## src/rtl/rectangle128_pkg.sv

```systemverilog
// rectangle128_pkg
// Shared constants and types for the RECTANGLE-128 sequencing logic.
//   ROUNDS     : number of full rounds; the key schedule holds ROUNDS+1 keys
//   NUM_RK     : number of round keys held in the round-key memory
//   KG_CYCLES  : enabled sub-key generator cycles from restart to last write
//   AW         : round-key memory address width
//   CW         : width of the key-generation and round counters
//   ctrl_state_e : controller state encoding, shared with datapath monitors
//   rk_index() : maps a forward round index to the memory address for the
//                requested direction
package rectangle128_pkg;

  localparam int ROUNDS    = 25;
  localparam int NUM_RK    = ROUNDS + 1;
  localparam int KG_CYCLES = 27;
  localparam int AW        = 5;
  localparam int CW        = 5;

  typedef enum logic [2:0] {
    ST_IDLE  = 3'd0,
    ST_KRST  = 3'd1,
    ST_KGEN  = 3'd2,
    ST_READY = 3'd3,
    ST_RUN   = 3'd4,
    ST_FINAL = 3'd5,
    ST_OUT   = 3'd6
  } ctrl_state_e;

  // Decryption walks the key schedule backwards, so index i maps to
  // ROUNDS-i; encryption uses the index unchanged.
  function automatic logic [AW-1:0] rk_index(input logic dec,
                                             input logic [AW-1:0] idx);
    logic [AW-1:0] addr;
    if (dec) begin
      addr = AW'(ROUNDS) - idx;
    end else begin
      addr = idx;
    end
    return addr;
  endfunction

endpackage

```

## src/rtl/rectangle128_rk_addr_gen.sv

```systemverilog
// rectangle128_rk_addr_gen
// Round counter plus forward/reverse round-key address generation.
// Kept separate so a decryption-only core can reuse the same sequencing.
// Ports:
//   clk, rst_n  : clock and asynchronous active-low reset
//   start       : clear the round counter (block accepted)
//   run         : a full round is executing this cycle; counter advances
//   final_add   : the final key addition is executing this cycle
//   dec         : 1 = walk the key schedule in reverse order
//   last_round  : the round in progress is the last full round
//   raddr       : combinational round-key memory read address
module rectangle128_rk_addr_gen
  import rectangle128_pkg::*;
(
  input  logic          clk,
  input  logic          rst_n,
  input  logic          start,
  input  logic          run,
  input  logic          final_add,
  input  logic          dec,
  output logic          last_round,
  output logic [AW-1:0] raddr
);

  logic [CW-1:0] rnd_q;
  logic [CW-1:0] rnd_d;

  // The counter only moves while rounds execute, so it stops at ROUNDS
  // during the final addition and never wraps.
  always_comb begin
    rnd_d = rnd_q;
    if (start) begin
      rnd_d = '0;
    end else if (run) begin
      rnd_d = rnd_q + CW'(1);
    end
  end

  always_ff @(posedge clk or negedge rst_n) begin
    if (!rst_n) begin
      rnd_q <= '0;
    end else begin
      rnd_q <= rnd_d;
    end
  end

  assign last_round = (rnd_q == CW'(ROUNDS - 1));

  // The final addition uses the key after the last round in the chosen
  // direction: index ROUNDS maps to address ROUNDS (encrypt) or 0 (decrypt).
  // The address is parked at 0 whenever the memory is not being read.
  always_comb begin
    raddr = '0;
    if (run) begin
      raddr = rk_index(dec, AW'(rnd_q));
    end else if (final_add) begin
      raddr = rk_index(dec, AW'(ROUNDS));
    end
  end

endmodule

```

## src/rtl/rectangle128_ctrl.sv

```systemverilog
// rectangle128_ctrl
// Sequencing controller for the RECTANGLE-128 engine. A new key restarts
// and enables the sub-key generator; blocks are only accepted once all
// round keys are in memory. Each block is loaded, run through ROUNDS
// rounds, finished with a key addition and then held until consumed.
// Ports:
//   Clk, RstN           : clock and asynchronous active-low reset
//   key_valid/key_ready : key handshake; key0/key1 captured on handshake
//   kg_key0/kg_key1     : registered key presented to the sub-key generator
//   kg_rst_n, kg_en     : sub-key generator reset and enable
//   key_loaded          : every round key in memory is valid
//   din_valid/din_ready : block handshake; din_dec selects decryption
//   dp_load/dp_round/dp_final : datapath operation strobes
//   dp_dec              : direction of the block in flight
//   rk_raddr            : round-key memory read address
//   dout_valid/dout_ready : result handshake
module rectangle128_ctrl
  import rectangle128_pkg::*;
(
  input  logic          Clk,
  input  logic          RstN,
  input  logic          key_valid,
  output logic          key_ready,
  input  logic [63:0]   key0,
  input  logic [63:0]   key1,
  output logic [63:0]   kg_key0,
  output logic [63:0]   kg_key1,
  output logic          kg_rst_n,
  output logic          kg_en,
  output logic          key_loaded,
  input  logic          din_valid,
  input  logic          din_dec,
  output logic          din_ready,
  output logic          dp_load,
  output logic          dp_round,
  output logic          dp_final,
  output logic          dp_dec,
  output logic [AW-1:0] rk_raddr,
  output logic          dout_valid,
  input  logic          dout_ready
);

  ctrl_state_e   state_q;
  ctrl_state_e   state_d;
  logic [CW-1:0] cnt_q;
  logic [CW-1:0] cnt_d;
  logic [63:0]   kg_key0_q;
  logic [63:0]   kg_key0_d;
  logic [63:0]   kg_key1_q;
  logic [63:0]   kg_key1_d;
  logic          key_loaded_q;
  logic          key_loaded_d;
  logic          dp_dec_q;
  logic          dp_dec_d;
  logic          kg_restart_q;
  logic          kg_restart_d;

  logic          key_ready_c;
  logic          accept_key;
  logic          rnd_start;
  logic          last_round;

  // Next-state and strobe logic. A key offered alongside a block in READY
  // takes priority, and din_ready is withdrawn in that cycle so the block
  // is never accepted against keys that are about to be replaced.
  always_comb begin
    state_d      = state_q;
    cnt_d        = cnt_q;
    kg_key0_d    = kg_key0_q;
    kg_key1_d    = kg_key1_q;
    key_loaded_d = key_loaded_q;
    dp_dec_d     = dp_dec_q;
    key_ready_c  = 1'b0;
    accept_key   = 1'b0;
    din_ready    = 1'b0;
    dp_load      = 1'b0;
    kg_en        = 1'b0;
    dp_round     = 1'b0;
    dp_final     = 1'b0;
    dout_valid   = 1'b0;
    rnd_start    = 1'b0;

    unique case (state_q)
      ST_IDLE: begin
        key_ready_c = 1'b1;
        accept_key  = key_valid;
      end
      ST_READY: begin
        key_ready_c = 1'b1;
        din_ready   = !key_valid;
        if (key_valid) begin
          accept_key = 1'b1;
        end else if (din_valid) begin
          dp_load   = 1'b1;
          dp_dec_d  = din_dec;
          rnd_start = 1'b1;
          state_d   = ST_RUN;
        end
      end
      ST_KRST: begin
        cnt_d   = '0;
        state_d = ST_KGEN;
      end
      ST_KGEN: begin
        kg_en = 1'b1;
        if (cnt_q == CW'(KG_CYCLES - 1)) begin
          key_loaded_d = 1'b1;
          state_d      = ST_READY;
        end else begin
          cnt_d = cnt_q + CW'(1);
        end
      end
      ST_RUN: begin
        dp_round = 1'b1;
        if (last_round) begin
          state_d = ST_FINAL;
        end
      end
      ST_FINAL: begin
        dp_final = 1'b1;
        state_d  = ST_OUT;
      end
      ST_OUT: begin
        dout_valid = 1'b1;
        if (dout_ready) begin
          state_d = ST_READY;
        end
      end
      default: begin
        state_d = ST_IDLE;
      end
    endcase

    // The old schedule is invalid as soon as a new key is taken.
    if (accept_key) begin
      kg_key0_d    = key0;
      kg_key1_d    = key1;
      key_loaded_d = 1'b0;
      state_d      = ST_KRST;
    end

    // Registering the restart keeps glitches off the generator's reset.
    kg_restart_d = (state_d == ST_KRST);
  end

  // State and captured-context registers.
  always_ff @(posedge Clk or negedge RstN) begin
    if (!RstN) begin
      state_q      <= ST_IDLE;
      cnt_q        <= '0;
      kg_key0_q    <= '0;
      kg_key1_q    <= '0;
      key_loaded_q <= 1'b0;
      dp_dec_q     <= 1'b0;
      kg_restart_q <= 1'b0;
    end else begin
      state_q      <= state_d;
      cnt_q        <= cnt_d;
      kg_key0_q    <= kg_key0_d;
      kg_key1_q    <= kg_key1_d;
      key_loaded_q <= key_loaded_d;
      dp_dec_q     <= dp_dec_d;
      kg_restart_q <= kg_restart_d;
    end
  end

  rectangle128_rk_addr_gen u_rk_addr_gen (
    .clk        (Clk),
    .rst_n      (RstN),
    .start      (rnd_start),
    .run        (dp_round),
    .final_add  (dp_final),
    .dec        (dp_dec_q),
    .last_round (last_round),
    .raddr      (rk_raddr)
  );

  // key_ready is held low while reset is asserted so that every handshake
  // output is quiet during reset, even though IDLE would otherwise offer it.
  assign key_ready  = key_ready_c & RstN;
  assign kg_rst_n   = RstN & ~kg_restart_q;
  assign kg_key0    = kg_key0_q;
  assign kg_key1    = kg_key1_q;
  assign key_loaded = key_loaded_q;
  assign dp_dec     = dp_dec_q;

endmodule

```

## config.mk

```make
export PLATFORM = sky130hd
export DESIGN_NAME = rectangle128_ctrl
export DESIGN_NICKNAME = d
export VERILOG_FILES = /design/src/rtl/rectangle128_pkg.sv /design/src/rtl/rectangle128_rk_addr_gen.sv /design/src/rtl/rectangle128_ctrl.sv
export SDC_FILE = /design/constraint.sdc
export NUM_CORES = 1
export LEC_CHECK = 0
export CORE_UTILIZATION = 45
export CTS_CLUSTER_DIAMETER = 40
export DETAILED_ROUTE_END_ITERATION = 8
export PLACE_DENSITY = 0.95
export SYNTH_ARGS = -nofsm -noshare
export SYNTH_HDL_FRONTEND = slang
export SYNTH_SLANG_ARGS = --single-unit
```

## constraint.sdc

```tcl
create_clock -name Clk -period 3.75 [get_ports Clk]
set_clock_uncertainty 0.15 [all_clocks]
set_input_delay 1.125 -clock Clk [delete_from_list [all_inputs] [get_ports Clk]]
set_output_delay 1.125 -clock Clk [all_outputs]
set_load 0.02 [all_outputs]
```

# Yosys cells after proc, flatten, opt, wreduce, memory -nomap -nowiden

Index checks and enable logic that the tools add are counted.

Multiplexer cells: 29
Equality and inequality tests: 10
Reduce and logical (&&, ||, !) cells: 10
Add/sub/neg operators: 3
Bitwise gates (word level): 4

Operators with widths:

| cell                | number |
|---|---|
| $mux 5              | 7 |
| $pmux 3 s7          | 1 |
| $mux 3              | 6 |
| $mux 1              | 13 |
| $add 5x1->5 const B | 2 |
| $eq 5x5->1 const B  | 2 |
| $pmux 5 s2          | 1 |
| $eq 3x3->1 const B  | 3 |
| $reduce_bool 2->1   | 4 |
| $eq 3x1->1 const B  | 2 |
| $eq 3x2->1 const B  | 2 |
| $sub 5x5->5 const A | 1 |
| $reduce_and 2->1    | 2 |
| $logic_not 3->1     | 1 |
| $reduce_and 3->1    | 1 |
| $and 1x1->1         | 2 |
| $ne 2x2->1 const B  | 1 |
| $not 1->1           | 2 |
| $pmux 1 s2          | 1 |
| $reduce_or 2->1     | 1 |
| $logic_not 1->1     | 1 |

Word-level logic and storage cells: 64
Output and inout bits: 143
Input port bits: 134
Register bits after elaboration: 144

# Longest topological paths before layout

Gate-level depths: netlist of the first run.

Depth in word-level cells: 5
Depth in mapped cells: 5
Gate-level depth less buffers: 5

# Modules after synthesis

A second synthesis of the first run with hierarchy kept.

Cells, all modules: 377
Area total of the unflattened synthesis: 5804.3 µm²

By module, submodules not included:

| module                   | area an instance (µm²) | instances | seq. area each (µm²) | cells each |
|---|---|---|---|---|
| rectangle128_ctrl        | 5367.6                 | 1         | 3478.3               | 332 |
| rectangle128_rk_addr_gen | 436.7                  | 1         | 125.1                | 45 |

# Least setup slack after synthesis of the first run

Ideal clock, no wire load.

Path type: reg-to-output
Start: register dp_dec_q (netlist: dp_dec)
End: output rk_raddr[4]
Data arrival time: 1.909 ns
Data required time: 2.475 ns
Stages on the path, launching flop included: 5
Path slack: 0.566 ns
Cells stage by stage: dfrtp_1 -> clkbuf_1 -> nor2b_1 -> a211oi_1 -> a2111oi_0

Cells in the longest elaborated chain, start to end: 3

RTL lines:

| element                  | line                           | RTL |
|---|---|---|
| start: declaration       | rectangle128_ctrl.sv:53        | `logic dp_dec_q;` |
| start signal: assignment | rectangle128_ctrl.sv:162       | `dp_dec_q <= dp_dec_d;` |
| $mux 5                   | rectangle128_pkg.sv:34         | `if (dec) begin` |
| $mux 5                   | rectangle128_rk_addr_gen.sv:56 | `end else if (final_add) begin` |
| $mux 5 (*)               | rectangle128_rk_addr_gen.sv:54 | `if (run) begin` |
| end: declaration         | rectangle128_ctrl.sv:38        | `output logic [AW-1:0] rk_raddr,` |

Mark *: on every way between the ends. The rest lies on a longest branch, timed or not.

# Final worst setup path of the first run

Start: register u_rk_addr_gen.rnd_q[2]
End: output rk_raddr[4]

Cells in the longest elaborated chain, start to end: 3

RTL lines:

| element                  | line                           | RTL |
|---|---|---|
| start: declaration       | rectangle128_rk_addr_gen.sv:25 | `logic [CW-1:0] rnd_q;` |
| start signal: assignment | rectangle128_rk_addr_gen.sv:43 | `rnd_q <= rnd_d;` |
| $sub 5x5->5              | rectangle128_pkg.sv:35         | `addr = AW'(ROUNDS) - idx;` |
| $mux 5                   | rectangle128_pkg.sv:34         |  |
| $mux 5                   | rectangle128_rk_addr_gen.sv:54 |  |

Every way passes these cells.

==> results of run 1 <==
[routing by layer]
layer / up-vias / part of all wire / global-route usage
li1: 1893 / - / -
met1: 2102 / 0.39 / 0.274
met2: 175 / 0.54 / 0.449
met3: 22 / 0.052 / 0.0599
met4: 0 / 0.020 / 0.0961
met5: - / 0 / 0
[placed cells by master, fill, tap and decap left out, types with 2 or more instances in the layout]
cell type	netlist	final
buf_4	2	7
nor2b_1	2	2
a21oi_1	3	3
clkbuf_16	0	17
xnor2_1	2	2
dfrtp_1	144	143
clkdlybuf4s50_1	0	273
nor2_1	7	7
mux2i_1	6	6
nand4_1	2	2
clkbuf_8	0	2
nor3_1	3	3
xor2_1	2	2
inv_1	5	5
ha_1	6	6
nand2_1	11	11
clkbuf_1	2	4
mux2_4	98	98
clkinv_2	0	5
mux2_2	30	30
buf_12	0	2
inv_2	2	2
dlygate4sd2_1	0	2
o21ai_0	4	4
a211oi_1	2	2
[layout make-up]
cell class,instances,area (sq um)
Inverter,7,26.3
Clock inverter,7,62.6
Fill cell,868,3700
Multi-Input combinational cell,206,2410
Tap cell,176,220
Sequential cell,144,3600
Timing Repair Buffer,285,2850
Clock buffer,23,468
[stage by stage]
step | total power, W | hold slack [ns]
5_1_grt | 0.00993 | 0.353
6_report | 0.00950 | 0.355
3_3_place_gp | 0.00774 | 0.316
3_5_place_dp | 0.00796 | 0.341
4_1_cts | 0.00957 | 0.338
2_1_floorplan | 0.00590 | 0.295
[synthesized netlist by cell type, types with 3 or more instances]
cell / number
mux2_4: 98
mux2_2: 30
ha_1: 6
a21oi_1: 3
dfrtp_1: 144
buf_6: 13
nand2_1: 11
nor2_1: 7
buf_2: 3
nor3_1: 3
o21ai_0: 4
inv_1: 5
mux2i_1: 6
[worst paths after layout]
kind / cells after the start / start / slack, ns / end
max: 4 / u_rk_addr_gen.rnd_q[2] / 0.14 / rk_raddr[4]
min: 1 / kg_key0[28] / 0.36 / kg_key0[28]
max reg2reg: 4 / state_q[0] / 1.59 / kg_key0[21]
min reg2reg: 1 / kg_key0[28] / 0.36 / kg_key0[28]
max in group asynchronous: 3 / RstN / 1.55 / kg_key0[51]
min in group asynchronous: 1 / RstN / 0.37 / kg_key1[61]
[kinds of logic after synthesis]
kind of cell    synth area share
fa+ha+maj                 0.0121
mux                        0.303
xor+xnor                 0.00564
simple gates              0.0469
compound gates            0.0191
buf+inv                   0.0338
flops                      0.580
[timing repair]
| action | 4_1_cts | 5_1_grt |
|---|---|---|
| resized for setup | 2 | 1 |
| endpoints found under the setup margin | 2 | 1 |
| pin swaps | 0 | 0 |
[state kept, by name, summed over array words and instances (netlist names)]
register             cells
cnt_q                    5
u_rk_addr_gen.rnd_q      5
kg_key1                 64
key_loaded               1
kg_key0                 64
kg_restart_q             1
state_q                  3
dp_dec                   1
[where the power goes]
group          internal, W  total (W)  switching (W)  leakage [nW]
Sequential         0.00236    0.00294       0.000571          1.71
Combinational      0.00284    0.00503        0.00219          2.22
Clock             0.000933    0.00153       0.000595         0.262
==> metrics.yaml, run 1 <==
async_flop_share: 1.00
cp_slowest_cell: "clkdlybuf4s50_1"
drcViolationCount: 0
worst_pin_slew_ns: 0.927
worst_path_largest_cell_delay_ns: 0.68
hold_viol_final: 0
io_buffers: 276
fin_area_sq_um: 9640
yosys.area.top_type_share: 0.580
num_vias: 4192
setup_viol: 0
core_area_sq_um: 13300
layout.nets: 801
clock-sinks: 144
drt_first_pass_iters: 4
post-route-period-util: 0.962
setup-tns-final_ns: 0
grt_max_degree: 75
gp_congestion: 0.775
synth-edff-count: 0
die_area_sq_um: 14300
die_width_um: 120
yosysSeqAreaShare: 0.580
h-tree-depth: 4
dp_slack_ns: -0.104
slew_viol_final: 0
antenna_found_initial: 0
min_path_type: "flop to flop"
fin_ws_ns: 0.142
critPathLaunchType: "flop"
cts_made_buffers: 17
synth.area.top_cells: "dfrtp_1 58%, mux2_4 24%, mux2_2 5.4%"
vdd_ir_drop_max_v: 0.000676
crit_required_ns: 2.47
path_cells: "o21ai_0, and3_1, a2111oi_0, clkdlybuf4s50_1"
netlist_area_sq_um: 6210
slew_headroom: 0.382
grt_pass1_wl_um: 26300
placed_cells: 818
antenna_left: 0
syn_nets: 517
cts_setup_buffers: 0
cp_max_fo: 7
grt_use_total: 0.246
start_util: 0.466
ys.flop_type: "dfrtp_1"
yosys.area.top_type: "dfrtp_1"
fin_util: 0.722
rsz0062_at_grt: "false"
placement.cell_area_sq_um: 9110
maxCapViolCount: 0
ys_seq_elements: 144
synthCells: 377
cts_tree: "yes"
die_h_um: 120
clkTransAtPathRegs_ns: 0.06
worst-path-buf-inv: 1
drtIter0Drc: 225
dpl.hpwl_um: 12000
grt_overflow: 0
arrival_ns: 2.33
cellLeakagePower_nw: 4.20
hold_buffers: 0
fmax_mhz: 277
clock_latency_ns: 0.41
rows: 42
grt_pass1_vias: 4749
wl_per_cell_um: 20.0
drive_above_1_share: 0.262
avgSynthCellArea_sq_um: 16.5
status: "complete, no violations"
p_per_area_nw_per_um2: 985
ys_types: 49
io-pin-count: 277
antenna_cells: 0
end_kind: "output port"
areaGrowthSynthToFinish_pct: 55.2
clk_path_buf_depth: 2
via_per_inst: 4.94
clock_tree.root_cell: "clkbuf_16"
fin_cells: 848
cp_top_family: "buffers and inverters"
synth_warnings: 0
drt-total-wl_um: 16900
critical_path_class: "flop to output port"
fin_crit_ns: 3.61
Power figures use the tool's default switching activity.
==> run 2, diff against run 1 <==
Settings changed: MAX_ROUTING_LAYER from default to met4, SLEW_MARGIN from default to 20.
==> metrics.yaml, run 2 (synthesis results as in run 1) <==
p_sw_w: 0.00336  # about the same
rows: 42  # unchanged
dpl.hpwl_um: 12000  # unchanged
p_per_area_nw_per_um2: 985  # about the same
clock_tree.root_cell: "clkbuf_16"  # unchanged
clkTransAtPathRegs_ns: 0.06  # about the same
swShare: 0.354  # about the same
areaGrowthSynthToFinish_pct: 55.2  # about the same
cts_tree: "yes"  # unchanged
r2r-end: "kg_key0[21]"  # unchanged
fmax_mhz: 280  # was 277 MHz
critPathLaunchType: "primary input"  # was flop
cts_made_buffers: 17  # unchanged
antenna_found_initial: 0  # unchanged
grt_use_total: 0.254  # was 0.246
drtIter0Drc: 263  # was 225
h-tree-depth: 4  # unchanged
clock-sinks: 144  # unchanged
start_util: 0.466  # unchanged
r2r-start: "state_q[1]"  # was state_q[0]
rsz0062_at_grt: "false"  # unchanged
drt-total-wl_um: 16900  # about the same
num_vias: 4195  # was 4192
placed_cells: 818  # unchanged
crit_start: "key_valid"  # was u_rk_addr_gen.rnd_q[2]
layout.nets: 801  # unchanged
hold_viol_final: 0  # unchanged
grt_overflow: 0  # unchanged
io_buffers: 276  # unchanged
internal_power_w: 0.00614  # about the same
slew_viol_final: 0  # unchanged
grt_max_degree: 75  # unchanged
cp-endpoint: "dp_load"  # was rk_raddr[4]
slew_headroom: 0.384  # was 0.382
critical_path_class: "primary input to output port"  # was flop to output port
arrival_ns: 2.29  # was 2.33 ns
cellLeakagePower_nw: 4.21  # was 4.20 nW
worst_pin_slew_ns: 0.925  # was 0.927 ns
clk_path_buf_depth: 2  # unchanged
min_path_type: "primary input to async pin"  # was flop to flop
fin_ws_ns: 0.185  # was 0.142 ns
rrSetupSlack_ns: 1.59  # about the same
maxCapViolCount: 0  # unchanged
most-common-layout-cells: "272 x clkdlybuf4s50_1, 143 x dfrtp_1, 98 x mux2_4"  # was 273 x clkdlybuf4s50_1, 143 x dfrtp_1, 98 x mux2_4
io-pin-count: 277  # unchanged
fin_crit_ns: 3.57  # was 3.61 ns
combPwrFrac: 0.530  # about the same
grt_pass1_vias: 4737  # was 4749
die_area_sq_um: 14300  # unchanged
seqPwrFrac: 0.309  # about the same
setup_viol: 0  # unchanged
dp_slack_ns: -0.104  # unchanged
fin_cells: 848  # unchanged
drcViolationCount: 0  # unchanged
via_per_inst: 4.95  # was 4.94
post-route-period-util: 0.951  # was 0.962
end_kind: "output port"  # unchanged
wl_per_cell_um: 20.0  # about the same
worst-r2r-cell-count: 4  # unchanged
die_width_um: 120  # unchanged
power_w: 0.00950  # about the same
die_h_um: 120  # unchanged
antenna_cells: 0  # unchanged
core_area_sq_um: 13300  # unchanged
vdd_ir_drop_max_v: 0.000679  # was 0.000676 V
antenna_left: 0  # unchanged
clock_latency_ns: 0.42  # was 0.41 ns
grt_pass1_wl_um: 26300  # about the same
clockPowerShare: 0.161  # about the same
cp_slowest_cell: "clkdlybuf4s50_1"  # unchanged
path_cells: "clkdlybuf4s50_1, nor4b_4, dlygate4sd2_1"  # was o21ai_0, and3_1, a2111oi_0, clkdlybuf4s50_1
final_common_cell: "clkdlybuf4s50_1"  # unchanged
cts_setup_buffers: 0  # unchanged
drive_above_1_share: 0.262  # unchanged
worst_path_largest_cell_delay_ns: 0.49  # was 0.68 ns
status: "complete, no violations"  # unchanged
cp_max_fo: 3  # was 7
crit_required_ns: 2.47  # about the same
drt_first_pass_iters: 4  # unchanged
gp_congestion: 0.786  # was 0.775
run 2: cell count changes in the layout (fill, tap and decap cells not counted), sizes merged:
cell	delta
clkdlybuf4s50	-1
dlymetal6s2s	+1
run 2: power groups by stage:
stage               sequential [W]  clock (W)  combinational [W]
finish                     0.00294    0.00153            0.00503
floorplan                  0.00369          0            0.00221
global placement           0.00284          0            0.00490
detailed placement         0.00293          0            0.00502
CTS                        0.00293    0.00156            0.00508
global route               0.00303    0.00164            0.00527
run 2: worst max-delay path: cells and delay by family:
| family | cells | cell delay, ns |
|---|---|---|
| simple gates | 1 | 0.31 |
| buf+inv | 2 | 0.85 |
run 2: area by class of cell:
| class | count | area, sq um |
|---|---|---|
| Tap cell | 176 | 220 |
| Inverter | 7 | 26.3 |
| Sequential cell | 144 | 3600 |
| Clock buffer | 23 | 468 |
| Clock inverter | 7 | 62.6 |
| Multi-Input combinational cell | 206 | 2410 |
| Timing Repair Buffer | 285 | 2860 |
| Fill cell | 869 | 3700 |
run 2: layer usage:
layer | up-vias | track usage | wire, um
met5 | - | - | 0
met4 | 0 | 0.103 | 344
met3 | 25 | 0.0542 | 842
met2 | 175 | 0.448 | 9140
met1 | 2100 | 0.280 | 6600
li1 | 1895 | - | -
run 2: how the worst min path moves through the flow:
stage,cells past startpoint,from,slack (ns),endpoint
4_1_cts,1,RstN,0.34,kg_key1[8]
3_3_place_gp,1,cnt_q[4],0.32,cnt_q[4]
2_1_floorplan,1,cnt_q[4],0.30,cnt_q[4]
6_report,1,RstN,0.36,kg_key1[61]
3_5_place_dp,1,kg_key1[63],0.34,kg_key1[63]
5_1_grt,1,RstN,0.35,kg_key1[61]
run 2: metrics by stage:
stage                      util  instance area [sq um]  hold WS [ns]  setup TNS, ns
after floorplan               -                   6210         0.295              0
after global placement    0.683                   9110         0.316        -0.0849
after detailed placement  0.683                   9110         0.341         -0.108
after CTS                 0.722                   9640         0.338              0
after global routing      0.723                   9650         0.349              0
final                     0.723                   9650         0.356              0
run 2: repair_timing:
item                                    CTS  global route
endpoints found under the hold margin     0             0
hold buffers                              0             0
resized for setup                         2             2
endpoints found under the setup margin    2             1
